--- src/rtl/calc_bcd_fmt.sv ---
`default_nettype none
// ============================================================================
// Module   : calc_bcd_fmt
// Purpose  : Sequential binary-to-BCD result formatter for the divider
//            output. On a start strobe it captures the 8-bit quotient and
//            remainder magnitudes plus the negative flag. Both magnitudes are
//            converted to 3-digit packed BCD by two shift-add-3 engines that
//            share one 8-step sequencer. The results, a display sign and a
//            one-cycle valid pulse are then presented to the display driver.
// Ports    : clk    - system clock, rising edge
//            rst    - asynchronous active-high reset
//            start  - conversion request, sampled only while idle
//            q, r   - quotient / remainder magnitudes (unsigned 8-bit)
//            neg    - result-negative flag from the divider
//            busy   - conversion in progress
//            valid  - one-cycle pulse, outputs updated this cycle
//            q_bcd  - quotient digits {hundreds, tens, ones}
//            r_bcd  - remainder digits {hundreds, tens, ones}
//            sign   - display minus sign (suppressed for a zero quotient)
// Options  : CALC_BCD_ZERO_BLANK_EN - when defined, leading zero digits are
//            replaced by the blank code 4'hF as results are loaded.
// Revision : 1.0 - initial release
// ============================================================================
module calc_bcd_fmt (
  input  logic        clk,
  input  logic        rst,
  input  logic        start,
  input  logic [7:0]  q,
  input  logic [7:0]  r,
  input  logic        neg,
  output logic        busy,
  output logic        valid,
  output logic [11:0] q_bcd,
  output logic [11:0] r_bcd,
  output logic        sign
);

  typedef enum logic [0:0] {
    IDLE  = 1'b0,
    SHIFT = 1'b1
  } state_t;

  state_t      state_q, state_d;
  logic [2:0]  cnt_q, cnt_d;
  logic [7:0]  q_bin_q, q_bin_d;
  logic [7:0]  r_bin_q, r_bin_d;
  logic [11:0] q_acc_q, q_acc_d;
  logic [11:0] r_acc_q, r_acc_d;
  logic        sign_pend_q, sign_pend_d;
  logic        valid_q, valid_d;
  logic [11:0] q_bcd_q, q_bcd_d;
  logic [11:0] r_bcd_q, r_bcd_d;
  logic        sign_q, sign_d;

  logic [11:0] q_adj, r_adj;
  logic [11:0] q_acc_nxt, r_acc_nxt;
  logic        unused_msb;

  // Add 3 to every digit that is 5 or more; each nibble wraps on its own.
  function automatic logic [11:0] add3(input logic [11:0] d);
    logic [11:0] res;
    for (int i = 0; i < 3; i++) begin
      res[i*4 +: 4] = (d[i*4 +: 4] >= 4'd5) ? d[i*4 +: 4] + 4'd3 : d[i*4 +: 4];
    end
    return res;
  endfunction

  // Final digit presentation applied when results are loaded.
  function automatic logic [11:0] fmt_digits(input logic [11:0] d);
    logic [11:0] res;
    res = d;
`ifdef CALC_BCD_ZERO_BLANK_EN
    if (d[11:8] == 4'd0) begin
      res[11:8] = 4'hF;
      if (d[7:4] == 4'd0) begin
        res[7:4] = 4'hF;
      end
    end
`endif
    return res;
  endfunction

  // One double-dabble step per engine: adjust, then shift {acc, bin} left.
  // The accumulator MSB shifted out is always zero because the value never
  // exceeds 255 (hundreds digit at most 2).
  always_comb begin
    q_adj     = add3(q_acc_q);
    r_adj     = add3(r_acc_q);
    q_acc_nxt = {q_adj[10:0], q_bin_q[7]};
    r_acc_nxt = {r_adj[10:0], r_bin_q[7]};
  end

  assign unused_msb = q_adj[11] ^ r_adj[11];

  always_comb begin
    state_d     = state_q;
    cnt_d       = cnt_q;
    q_bin_d     = q_bin_q;
    r_bin_d     = r_bin_q;
    q_acc_d     = q_acc_q;
    r_acc_d     = r_acc_q;
    sign_pend_d = sign_pend_q;
    valid_d     = 1'b0;
    q_bcd_d     = q_bcd_q;
    r_bcd_d     = r_bcd_q;
    sign_d      = sign_q;

    case (state_q)
      IDLE: begin
        if (start) begin
          q_bin_d     = q;
          r_bin_d     = r;
          q_acc_d     = 12'h000;
          r_acc_d     = 12'h000;
          // Qualify the sign at capture so no "-0" is ever displayed.
          sign_pend_d = neg & (q != 8'd0);
          cnt_d       = 3'd0;
          state_d     = SHIFT;
        end
      end
      SHIFT: begin
        q_acc_d = q_acc_nxt;
        r_acc_d = r_acc_nxt;
        q_bin_d = {q_bin_q[6:0], 1'b0};
        r_bin_d = {r_bin_q[6:0], 1'b0};
        cnt_d   = cnt_q + 3'd1;
        if (cnt_q == 3'd7) begin
          q_bcd_d = fmt_digits(q_acc_nxt);
          r_bcd_d = fmt_digits(r_acc_nxt);
          sign_d  = sign_pend_q;
          valid_d = 1'b1;
          state_d = IDLE;
        end
      end
      default: begin
        state_d = IDLE;
      end
    endcase
  end

  always_ff @(posedge clk or posedge rst) begin
    if (rst) begin
      state_q     <= IDLE;
      cnt_q       <= 3'd0;
      q_bin_q     <= 8'd0;
      r_bin_q     <= 8'd0;
      q_acc_q     <= 12'h000;
      r_acc_q     <= 12'h000;
      sign_pend_q <= 1'b0;
      valid_q     <= 1'b0;
      q_bcd_q     <= 12'h000;
      r_bcd_q     <= 12'h000;
      sign_q      <= 1'b0;
    end else begin
      state_q     <= state_d;
      cnt_q       <= cnt_d;
      q_bin_q     <= q_bin_d;
      r_bin_q     <= r_bin_d;
      q_acc_q     <= q_acc_d;
      r_acc_q     <= r_acc_d;
      sign_pend_q <= sign_pend_d;
      valid_q     <= valid_d;
      q_bcd_q     <= q_bcd_d;
      r_bcd_q     <= r_bcd_d;
      sign_q      <= sign_d;
    end
  end

  assign busy  = (state_q == SHIFT);
  assign valid = valid_q;
  assign q_bcd = q_bcd_q;
  assign r_bcd = r_bcd_q;
  assign sign  = sign_q;

endmodule
`default_nettype wire

--- config.mk ---
export PLATFORM = sky130hd
export DESIGN_NAME = calc_bcd_fmt
export DESIGN_NICKNAME = d
export VERILOG_FILES = /design/src/rtl/calc_bcd_fmt.sv
export SDC_FILE = /design/constraint.sdc
export NUM_CORES = 1
export LEC_CHECK = 0
export ABC_AREA = 1
export CAP_MARGIN = 5
export CELL_PAD_IN_SITES_DETAIL_PLACEMENT = 1
export CELL_PAD_IN_SITES_GLOBAL_PLACEMENT = 2
export CORE_UTILIZATION = 34
export DETAILED_ROUTE_END_ITERATION = 7
export DONT_BUFFER_PORTS = 1
export PLACE_DENSITY_LB_ADDON = 0.08
export SLEW_MARGIN = 20
export SYNTH_ARGS = -nofsm -noshare
export SYNTH_HDL_FRONTEND = slang
export SYNTH_SLANG_ARGS = --single-unit
--- constraint.sdc ---
create_clock -name clk -period 2.4 [get_ports clk]
set_input_delay 0.6 -clock clk [delete_from_list [all_inputs] [get_ports clk]]
set_output_delay 0.6 -clock clk [all_outputs]
set_load 0.005 [all_outputs]
==> impl_metrics.csv, run 1 <==
group,metric,value,unit
clock_network,cts_setup_buffers,0,
detailed_routing,viasPerCell,4.872,
setup_path,timing.critical_path.buf_inv,1,
timing,worst-slew-pin-transition,0.6508,ns
floorplanning,floorplan.io_pins,47,
timing,timing.final.crit_period,1.701,ns
grt,via_count_of_the_first_global_routing_pass,2696,
synth,avgSynthCellArea,8.494,um^2
detailed_routing,wl,8200,um
grt,maximum_number_of_pins_on_one_net_before_global_route_repair,72,
setup_path,cp_max_fo,20,
place,placement.io_buffers,0,
timing,total_negative_slack,0,ns
outcome,run_status,"finished clean",
clock_network,ctsLongestPathBuffers,2,
timing,rsz0062_at_grt,"false",
setup_path,cp_arrival,1.10,ns
timing,fin_worst_skew,0.01134,ns
setup_path,setup.worst_path.start_class,"flop",
synth,postSynthNetCount,432,
place,place_congestion,0.7605,
setup_path,critPathCaptureType,"output port",
grt,grt_antenna_before_repair,0,
setup_path,critical_path_s_largest_stage_delay,0.46,ns
detailed_routing,detail_route.first_pass.iterations,4,
setup_path,cp_cell_sequence,"buf_4",
clock_network,post_cts_hold_buffer_count,0,
detailed_routing,drt_iter0_markers,108,
synth,yosysWarningCount,0,
grt,grt_first_pass_wirelength,13870,um
floorplanning,floorplan.initialDensity,0.3491,
layout,area_growth_syn_to_layout,9.548,%
layout,footprint_of_the_multi_input_gates,1363,um^2
floorplanning,dieHeight,101.7,um
layout,layout.filler_cells,1172,
clock_network,post_cts.resized_instances,0,
timing,hold_viol_final,0,
timing,final.period_utilization,0.7087,
clock_network,cts-htree-levels,3,
clock_network,tritoncts_num_sinks,71,
synth,synth_area,3381,um^2
layout,seqCellArea,1777,um^2
grt,grt.overflow.total,0,
timing,report.final.slew_viol_count,0,
setup_path,worstSetupPathDepth,1,
clock_network,insertion_delay,0.35,ns
setup_path,critical_path_required,1.80,ns
detailed_routing,drt.antenna.violating_nets,0,
synth,ys_ff_latch,71,
detailed_routing,drc_errors,0,
setup_path,crit_family,"flip-flops",
layout,num_antenna_cells,0,
layout,number_of_nets_in_the_finished_design,433,
timing,report.final.setup_viol,0,
setup_path,cpMaxStageDelayCell,"dfrtp_1",
timing,slew_margin_rel,0.5655,
synth,synth_xor_xnor_area_share,0,
place,post_dp_cell_area,3497,um^2
floorplanning,fp.coreArea,9684,um^2
detailed_routing,drt-wirelength-per-cell,15.27,um
detailed_routing,via_count,2616,
synth,yosys.cell_types.count,23,
synth,synthCells,398,
clock_network,path_clk_slew,0.08,ns
grt,global_route.usage.total,0.1769,
floorplanning,die-width,101.7,um
setup_path,ff2ff_path_depth,6,
clock_network,tritoncts,"yes",
synth,largest_family_of_logic_cells_by_synthesized_area,"simple AND/OR/NAND/NOR gates",
layout,post_route_cells_drive_above_1_share,0.07178,
clock_network,cts_inserted_buffers,9,
pwr,leakage,1.876,nW
floorplanning,fp-row-count,36,
floorplanning,dieArea,10350,um^2
min_path,worstHoldPathType,"primary input to async pin",
place,place_hpwl,5430,um
pwr,power-per-cell-area,1441,nW/um^2
layout,finish.instance_area,3704,um^2
timing,timing.fmax,0.5880,GHz
job,max_capacitance_violation_count,0,
synth,yosysSeqAreaShare,0.5255,
synth,synth.mux.area_fraction,0,
synth,synthSimpleGateAreaFrac,0.2757,
synth,synth-compound-area-share,0.07550,
setup_path,worst-setup-path-type,"flop to output port",
synth,synth_fa_ha_area_frac,0.05181,
clock_network,root_buffer,"clkbuf_8",
pwr,vdd_ir_drop_max,535.9,uV
cells in the mapped netlist, drive strengths merged:
cell	instances	area, um^2
a21oi	1	5.000
a22o	4	35.03
buf	11	81.32
clkbuf	3	11.26
dfrtp	71	1777
ha	14	175.2
inv	39	148.9
nand2	149	571.8
nand3	49	245.2
nand4	13	81.33
nor2	9	33.78
o211ai	6	50.05
o21ai	18	90.09
o21bai	1	7.510
o221ai	2	17.52
o22ai	8	50.05
cell type report:
| cell class | count | area share |
|---|---|---|
| sequential | 71 | 0.4797 |
| multi-input combinational | 274 | 0.3679 |
| clock inverter | 6 | 0.01858 |
| inverter | 39 | 0.04020 |
| tap | 133 | 0.04493 |
| timing repair buffer | 4 | 0.01149 |
| clock buffer | 10 | 0.03716 |
placed cells by master (no fill, tap or decap):
cell type   synthesis  layout
o211ai_2            1       1
o21ai_0            18      18
inv_1              35      34
buf_12              0       1
o221ai_1            2       2
ha_1               14      14
dfrtp_1            71      71
nand3_1            49      49
nand2_2             2       2
nand4_1            13      13
o211ai_1            5       5
inv_4               1       1
buf_4               3       3
inv_6               0       1
bufinv_16           0       1
o21bai_1            1       1
clkinvlp_4          0       4
nand2_1           146     146
nand2_4             1       1
inv_2               3       4
clkbuf_8            0      10
a21oi_1             1       1
o22ai_1             8       8
nor2_1              9       9
a22o_1              4       4
stage by stage:
| stage | std cells | worst slack (ns) | total power [mW] | utilization | hold slack, ns |
|---|---|---|---|---|---|
| finish | 537 | 0.6992 | 5.338 | 0.3824 | 0.2092 |
| detailed placement | 521 | 0.7022 | 4.407 | 0.3611 | 0.4673 |
| CTS | 537 | 0.6736 | 5.451 | 0.3824 | 0.2190 |
| global route | 537 | 0.5621 | 5.911 | 0.3824 | 0.2376 |
| global placement | 521 | 0.7348 | 4.355 | 0.3611 | 0.4638 |
| floorplan | 398 | 0.003434 | 3.812 | - | 0.4422 |
registers in the layout, indices dropped and copies added (netlist names), 3 cells and up:
name     count
r_bin_q      8
r_bcd       12
q_bcd       12
q_bin_q      8
q_acc_q     12
cnt_q        3
r_acc_q     12
kinds of logic after synthesis:
group                      Yosys count
adders and majority gates           14
DFF                                 71
AOI/OAI and AO/OA                   40
buffers and inverters               53
and+or+nand+nor                    220
worst paths after layout:
| kind | from | endpoint | slack, ns |
|---|---|---|---|
| setup / recovery | busy | busy | 0.70 |
| hold / removal | rst | r_acc_q[2] | 0.21 |
| setup reg to reg | cnt_q[0] | r_bcd[8] | 0.73 |
| hold reg to reg | r_bin_q[3] | r_bin_q[3] | 0.48 |
| max in group asynchronous | rst | q_bcd[5] | 1.89 |
| min in group clk | r[6] | r_bin_q[6] | 0.38 |
power by group:
part           total, mW  internal (mW)  leakage (nW)  switching (mW)
Sequential          2.17           1.75         0.892           0.413
Combinational       2.16          0.746         0.893            1.42
Clock               1.01          0.512        0.0912           0.497
Total               5.34           3.01          1.88            2.33
metal layers:
metal / global-route usage / wire length (um) / vias to the layer above / share of wire
met5: 0 / 0 / - / 0
met4: 0.06355 / 114 / 0 / 0.014
met3: 0.03796 / 297 / 10 / 0.036
met2: 0.2744 / 3642 / 40 / 0.44
met1: 0.2431 / 4146 / 1261 / 0.51
li1: - / - / 1305 / -
No activity file was read; power rests on OpenSTA's default activity.
==> run 2: changes to the inputs <==
==> constraint.sdc (replaced) <==
create_clock -name clk -period 1.55 [get_ports clk]
set_input_delay 0.3875 -clock clk [delete_from_list [all_inputs] [get_ports clk]]
set_output_delay 0.3875 -clock clk [all_outputs]
set_load 0.005 [all_outputs]
==> impl_metrics.csv, run 2 (synthesis gave the netlist of run 1 again) <==
group,metric,value,unit
outcome,run_status,"finished clean",
detailed_routing,viasPerCell,4.963,
clock_network,ctsLongestPathBuffers,2,
clock_network,cts_inserted_buffers,9,
floorplanning,dieArea,10350,um^2
detailed_routing,drt-wirelength-per-cell,15.40,um
timing,hold_viol_final,0,
floorplanning,fp-row-count,36,
floorplanning,floorplan.initialDensity,0.3491,
detailed_routing,drt_iter0_markers,80,
detailed_routing,wl,8408,um
floorplanning,dieHeight,101.7,um
grt,grt_antenna_before_repair,0,
clock_network,root_buffer,"clkbuf_8",
layout,number_of_nets_in_the_finished_design,442,
clock_network,tritoncts_num_sinks,71,
grt,maximum_number_of_pins_on_one_net_before_global_route_repair,40,
setup_path,setup.worst_path.start_class,"flop",
place,place_congestion,0.7743,
setup_path,cp_max_fo,17,
floorplanning,floorplan.io_pins,47,
setup_path,critical_path_required,1.16,ns
layout,area_growth_syn_to_layout,13.40,%
timing,hold-worst-slack,0.1651,ns
timing,fin_worst_skew,0.01233,ns
timing,final.period_utilization,0.9388,
pwr,power-per-cell-area,2247,nW/um^2
layout,final_cell_mix,"nand2_1, dfrtp_1, nand3_1",
grt,global_route.usage.total,0.1800,
grt,grt.overflow.total,0,
layout,num_antenna_cells,0,
place,numPlacedInstances,527,
timing,total_negative_slack,0,ns
timing,rsz0062_at_grt,"false",
setup_path,cpMaxStageDelayCell,"dfrtp_1",
grt,via_count_of_the_first_global_routing_pass,2783,
job,max_capacitance_violation_count,0,
timing,report.final.slew_viol_count,0,
timing,slew_margin_rel,0.7149,
detailed_routing,via_count,2710,
setup_path,critical_path_s_largest_stage_delay,0.45,ns
place,place_hpwl,5844,um
setup_path,critPathCaptureType,"output port",
timing,timing.final.crit_period,1.455,ns
timing,timing.fmax,0.6872,GHz
setup_path,cp_cell_sequence,"buf_4",
clock_network,tritoncts,"yes",
clock_network,insertion_delay,0.35,ns
setup_path,worst-setup-path-type,"flop to output port",
place,post_dp_cell_area,3571,um^2
place,setup_slack_placement,0.08399,ns
layout,mostFrequentLayoutCell,"nand2_1",
setup_path,crit_family,"flip-flops",
layout,finish.instance_area,3834,um^2
timing,report.final.setup_viol,0,
detailed_routing,detail_route.first_pass.iterations,4,
layout,layout.filler_cells,1166,
layout,final_core_utilization,0.3959,
pwr,final_total_pwr,8.615,mW
layout,post_route_cells_drive_above_1_share,0.09201,
timing,worst_slack_setup_final,0.09482,ns
min_path,worstHoldPathType,"primary input to flop",
floorplanning,fp.coreArea,9684,um^2
clock_network,cts-htree-levels,3,
place,placement.io_buffers,0,
detailed_routing,drc_errors,0,
grt,grt_first_pass_wirelength,14150,um
floorplanning,die-width,101.7,um
pwr,vdd_ir_drop_max,641.4,uV
pwr,leakage,1.944,nW
clock_network,path_clk_slew,0.08,ns
layout,final_cell_count_no_fill,546,
setup_path,cp_arrival,1.07,ns
detailed_routing,drt.antenna.violating_nets,0,
timing,worst-slew-pin-transition,0.4277,ns
setup_path,timing.critical_path.buf_inv,1,
## run 2: changes by cell type in the layout (fill, tap and decap cells not counted), sizes merged
cell / change
buf: +8
bufinv: +1
clkinv: +1
clkinvlp: -1
dlygate4sd3: +1
inv: -1
## run 2: final cells by class
type	count	area (um^2)	area share
Inverter	39	155.1	0.04047
Clock buffer	10	137.6	0.03590
Tap cell	133	166.4	0.04341
Sequential cell	71	1777	0.4634
Multi-Input combinational cell	274	1368	0.3567
Clock inverter	6	92.59	0.02415
Timing Repair Buffer	13	137.6	0.03590
## run 2: final timing paths
| check | to | slack (ns) | startpoint | cells after the start |
|---|---|---|---|---|
| worst max-delay path | busy | 0.09 | busy | 1 |
| worst min-delay path | r_bin_q[4] | 0.17 | r[4] | 2 |
| worst max register to register | q_acc_q[4] | 0.17 | q_acc_q[0] | 7 |
| worst min register to register | q_acc_q[9] | 0.49 | q_acc_q[9] | 2 |
| max in group asynchronous | busy | 0.56 | rst | 3 |
| min in group asynchronous | r_bcd[6] | 0.58 | rst | 3 |
## run 2: report_power, final
group / total [mW] / internal [mW] / leakage (nW) / switching [mW]
registers: 3.37 / 2.72 / 0.892 / 0.650
logic: 3.54 / 1.28 / 0.943 / 2.26
clock network: 1.71 / 0.958 / 0.109 / 0.748
total: 8.62 / 4.96 / 1.94 / 3.66
## run 2: routing by layer
layer / track usage / share of wire / vias to the layer above
met1: 0.2457 / 0.50 / 1343
met5: 0 / 0 / -
met2: 0.2838 / 0.45 / 40
met3: 0.04417 / 0.042 / 8
met4: 0.05017 / 0.0094 / 0
li1: - / - / 1319
## run 2: what timing repair did
item / 4_1_cts / 5_1_grt
endpoints found under the setup margin: 0 / 6
buffers inserted: 0 / 2
hold buffers: 1 / 0
resized for setup: 0 / 3
endpoints found under the hold margin: 39 / 0
## run 2: worst register-to-register path, stage by stage, from the launching register on
cell,delay [ns]
dfrtp_1,0.41
inv_1,0.13
ha_1,0.19
inv_1,0.04
nand2_1,0.10
nand3_1,0.16
nand3_1,0.16
nand2_1,0.07
==> run 3: changes to the inputs <==
--- a/config.mk
+++ b/config.mk
@@ -6,10 +6,10 @@
 export NUM_CORES = 1
 export LEC_CHECK = 0
 export ABC_AREA = 1
-export CAP_MARGIN = 5
+export CAP_MARGIN = 20
 export CELL_PAD_IN_SITES_DETAIL_PLACEMENT = 1
 export CELL_PAD_IN_SITES_GLOBAL_PLACEMENT = 2
-export CORE_UTILIZATION = 34
+export CORE_UTILIZATION = 35
 export DETAILED_ROUTE_END_ITERATION = 7
 export DONT_BUFFER_PORTS = 1
 export PLACE_DENSITY_LB_ADDON = 0.08
==> constraint.sdc (replaced) <==
create_clock -name clk -period 1.7 [get_ports clk]
set_input_delay 0.425 -clock clk [delete_from_list [all_inputs] [get_ports clk]]
set_output_delay 0.425 -clock clk [all_outputs]
set_load 0.005 [all_outputs]
==> impl_metrics.csv, run 3 (synthesis gave the netlist of run 1 again) <==
group,metric,value,unit
outcome,run_status,"finished clean",
layout,number_of_nets_in_the_finished_design,438,
floorplanning,floorplan.io_pins,47,
floorplanning,fp.coreArea,9284,um^2
pwr,seq_power_share,0.407,
pwr,clockPowerShare,0.179,
timing,timing.fmax,0.6541,GHz
setup_path,critPathCaptureType,"output port",
clock_network,cts_setup_buffers,0,
clock_network,cts_inserted_buffers,9,
setup_path,cpMaxStageDelayCell,"dfrtp_1",
setup_path,cp_max_fo,26,
detailed_routing,viasPerCell,4.980,
pwr,net-switching-power,3.246,mW
timing,hold_viol_final,0,
floorplanning,fp-row-count,35,
detailed_routing,wl,8352,um
detailed_routing,via_count,2679,
floorplanning,dieHeight,100.3,um
setup_path,cp_arrival,1.10,ns
pwr,vdd_ir_drop_max,539.1,uV
pwr,power.share.combinational,0.414,
timing,report.final.setup_viol,0,
place,setup_slack_placement,0.1947,ns
timing,report.final.slew_viol_count,0,
layout,area_growth_syn_to_layout,10.95,%
setup_path,crit-reg2reg-launch,"cnt_q[0]",
setup_path,worst-setup-path-type,"flop to output port",
timing,total_negative_slack,0,ns
detailed_routing,drt_iter0_markers,86,
setup_path,startpoint,"busy",
setup_path,worstSetupEndpoint,"busy",
layout,final_core_utilization,0.4040,
floorplanning,floorplan.initialDensity,0.3642,
layout,final_cell_count_no_fill,538,
timing,rsz0062_at_grt,"false",
detailed_routing,drt-wirelength-per-cell,15.52,um
layout,finish.instance_area,3751,um^2
setup_path,timing.critical_path.buf_inv,1,
floorplanning,dieArea,10060,um^2
pwr,final_total_pwr,7.534,mW
layout,footprint_of_the_multi_input_gates,1363,um^2
grt,grt_first_pass_wirelength,14300,um
timing,timing.final.crit_period,1.529,ns
clock_network,ctsLongestPathBuffers,2,
detailed_routing,drc_errors,0,
layout,mostFrequentLayoutCell,"nand2_1",
setup_path,regToRegSetupSlack,0.18,ns
setup_path,crit_family,"flip-flops",
job,max_capacitance_violation_count,0,
timing,final.period_utilization,0.8993,
clock_network,root_buffer,"clkbuf_8",
layout,num_antenna_cells,0,
pwr,power-per-cell-area,2008,nW/um^2
place,numPlacedInstances,521,
place,place_congestion,0.7378,
timing,worst_slack_setup_final,0.1712,ns
setup_path,cp_cell_sequence,"buf_4",
detailed_routing,detail_route.first_pass.iterations,4,
floorplanning,die-width,100.3,um
clock_network,insertion_delay,0.35,ns
setup_path,r2r_path_end,"q_bcd[6]",
setup_path,worstSetupPathDepth,1,
place,post_dp_cell_area,3551,um^2
setup_path,setup.worst_path.start_class,"flop",
grt,via_count_of_the_first_global_routing_pass,2771,
clock_network,tritoncts,"yes",
pwr,power.share.switching,0.4309,
clock_network,path_clk_slew,0.07,ns
setup_path,critical_path_required,1.27,ns
place,place_hpwl,5779,um
timing,fin_worst_skew,0.01469,ns
layout,seqCellArea,1777,um^2
pwr,intPower,4.287,mW
clock_network,cts-htree-levels,3,
clock_network,tritoncts_num_sinks,71,
grt,grt_antenna_before_repair,0,
place,placement.io_buffers,0,
layout,final_cell_mix,"nand2_1, dfrtp_1, nand3_1",
timing,worst-slew-pin-transition,0.4629,ns
timing,hold-worst-slack,0.2194,ns
timing,slew_margin_rel,0.6881,
grt,grt.overflow.total,0,
min_path,worstHoldPathType,"primary input to flop",
layout,layout.filler_cells,1127,
grt,maximum_number_of_pins_on_one_net_before_global_route_repair,34,
layout,post_route_cells_drive_above_1_share,0.07579,
grt,global_route.usage.total,0.1856,
setup_path,ff2ff_path_depth,6,
setup_path,critical_path_s_largest_stage_delay,0.42,ns
detailed_routing,drt.antenna.violating_nets,0,
pwr,leakage,1.911,nW
## run 3: cell types whose count changed in the layout (fill, tap and decap cells not counted), sizes merged
cell / delta
clkinvlp: -2
inv: -1
bufinv: -1
clkbuf: +2
clkinv: +2
buf: -4
## run 3: how the worst min path moves through the flow
stage / slack [ns] / from / depth (start not counted) / endpoint
after floorplan: 0.44 / sign_pend_q / 2 / sign
after global placement: 0.31 / rst / 1 / r_acc_q[1]
after detailed placement: 0.32 / rst / 1 / r_acc_q[1]
after CTS: 0.20 / r[2] / 2 / r_bin_q[2]
after global routing: 0.21 / r[3] / 2 / r_bin_q[3]
final: 0.22 / r[2] / 2 / r_bin_q[2]
## run 3: area by class of cell
cell class	count	area share
tap	129	0.04303
sequential	71	0.4736
inverter	39	0.04069
clock inverter	4	0.01201
clock buffer	12	0.03869
multi-input combinational	274	0.3632
timing repair buffer	9	0.02869
## run 3: per-layer routing
layer / up-vias / share of wire / GRT usage
li1: 1317 / - / -
met1: 1298 / 0.48 / 0.2452
met2: 49 / 0.47 / 0.2977
met3: 15 / 0.038 / 0.03830
met4: 0 / 0.017 / 0.07581
met5: - / 0 / 0
## run 3: power groups by stage
stage	Clock, mW	Sequential (mW)	Combinational (mW)
final	1.35	3.07	3.12
after global routing	1.45	3.19	3.66
after CTS	1.40	3.08	3.19
after detailed placement	0	3.10	3.17
after global placement	0	3.09	3.09
after floorplan	0	2.91	2.47
## run 3: timing repair
action	CTS	global route
hold buffers	1	0
gates resized for setup	0	0
hold endpoints to repair	13	0
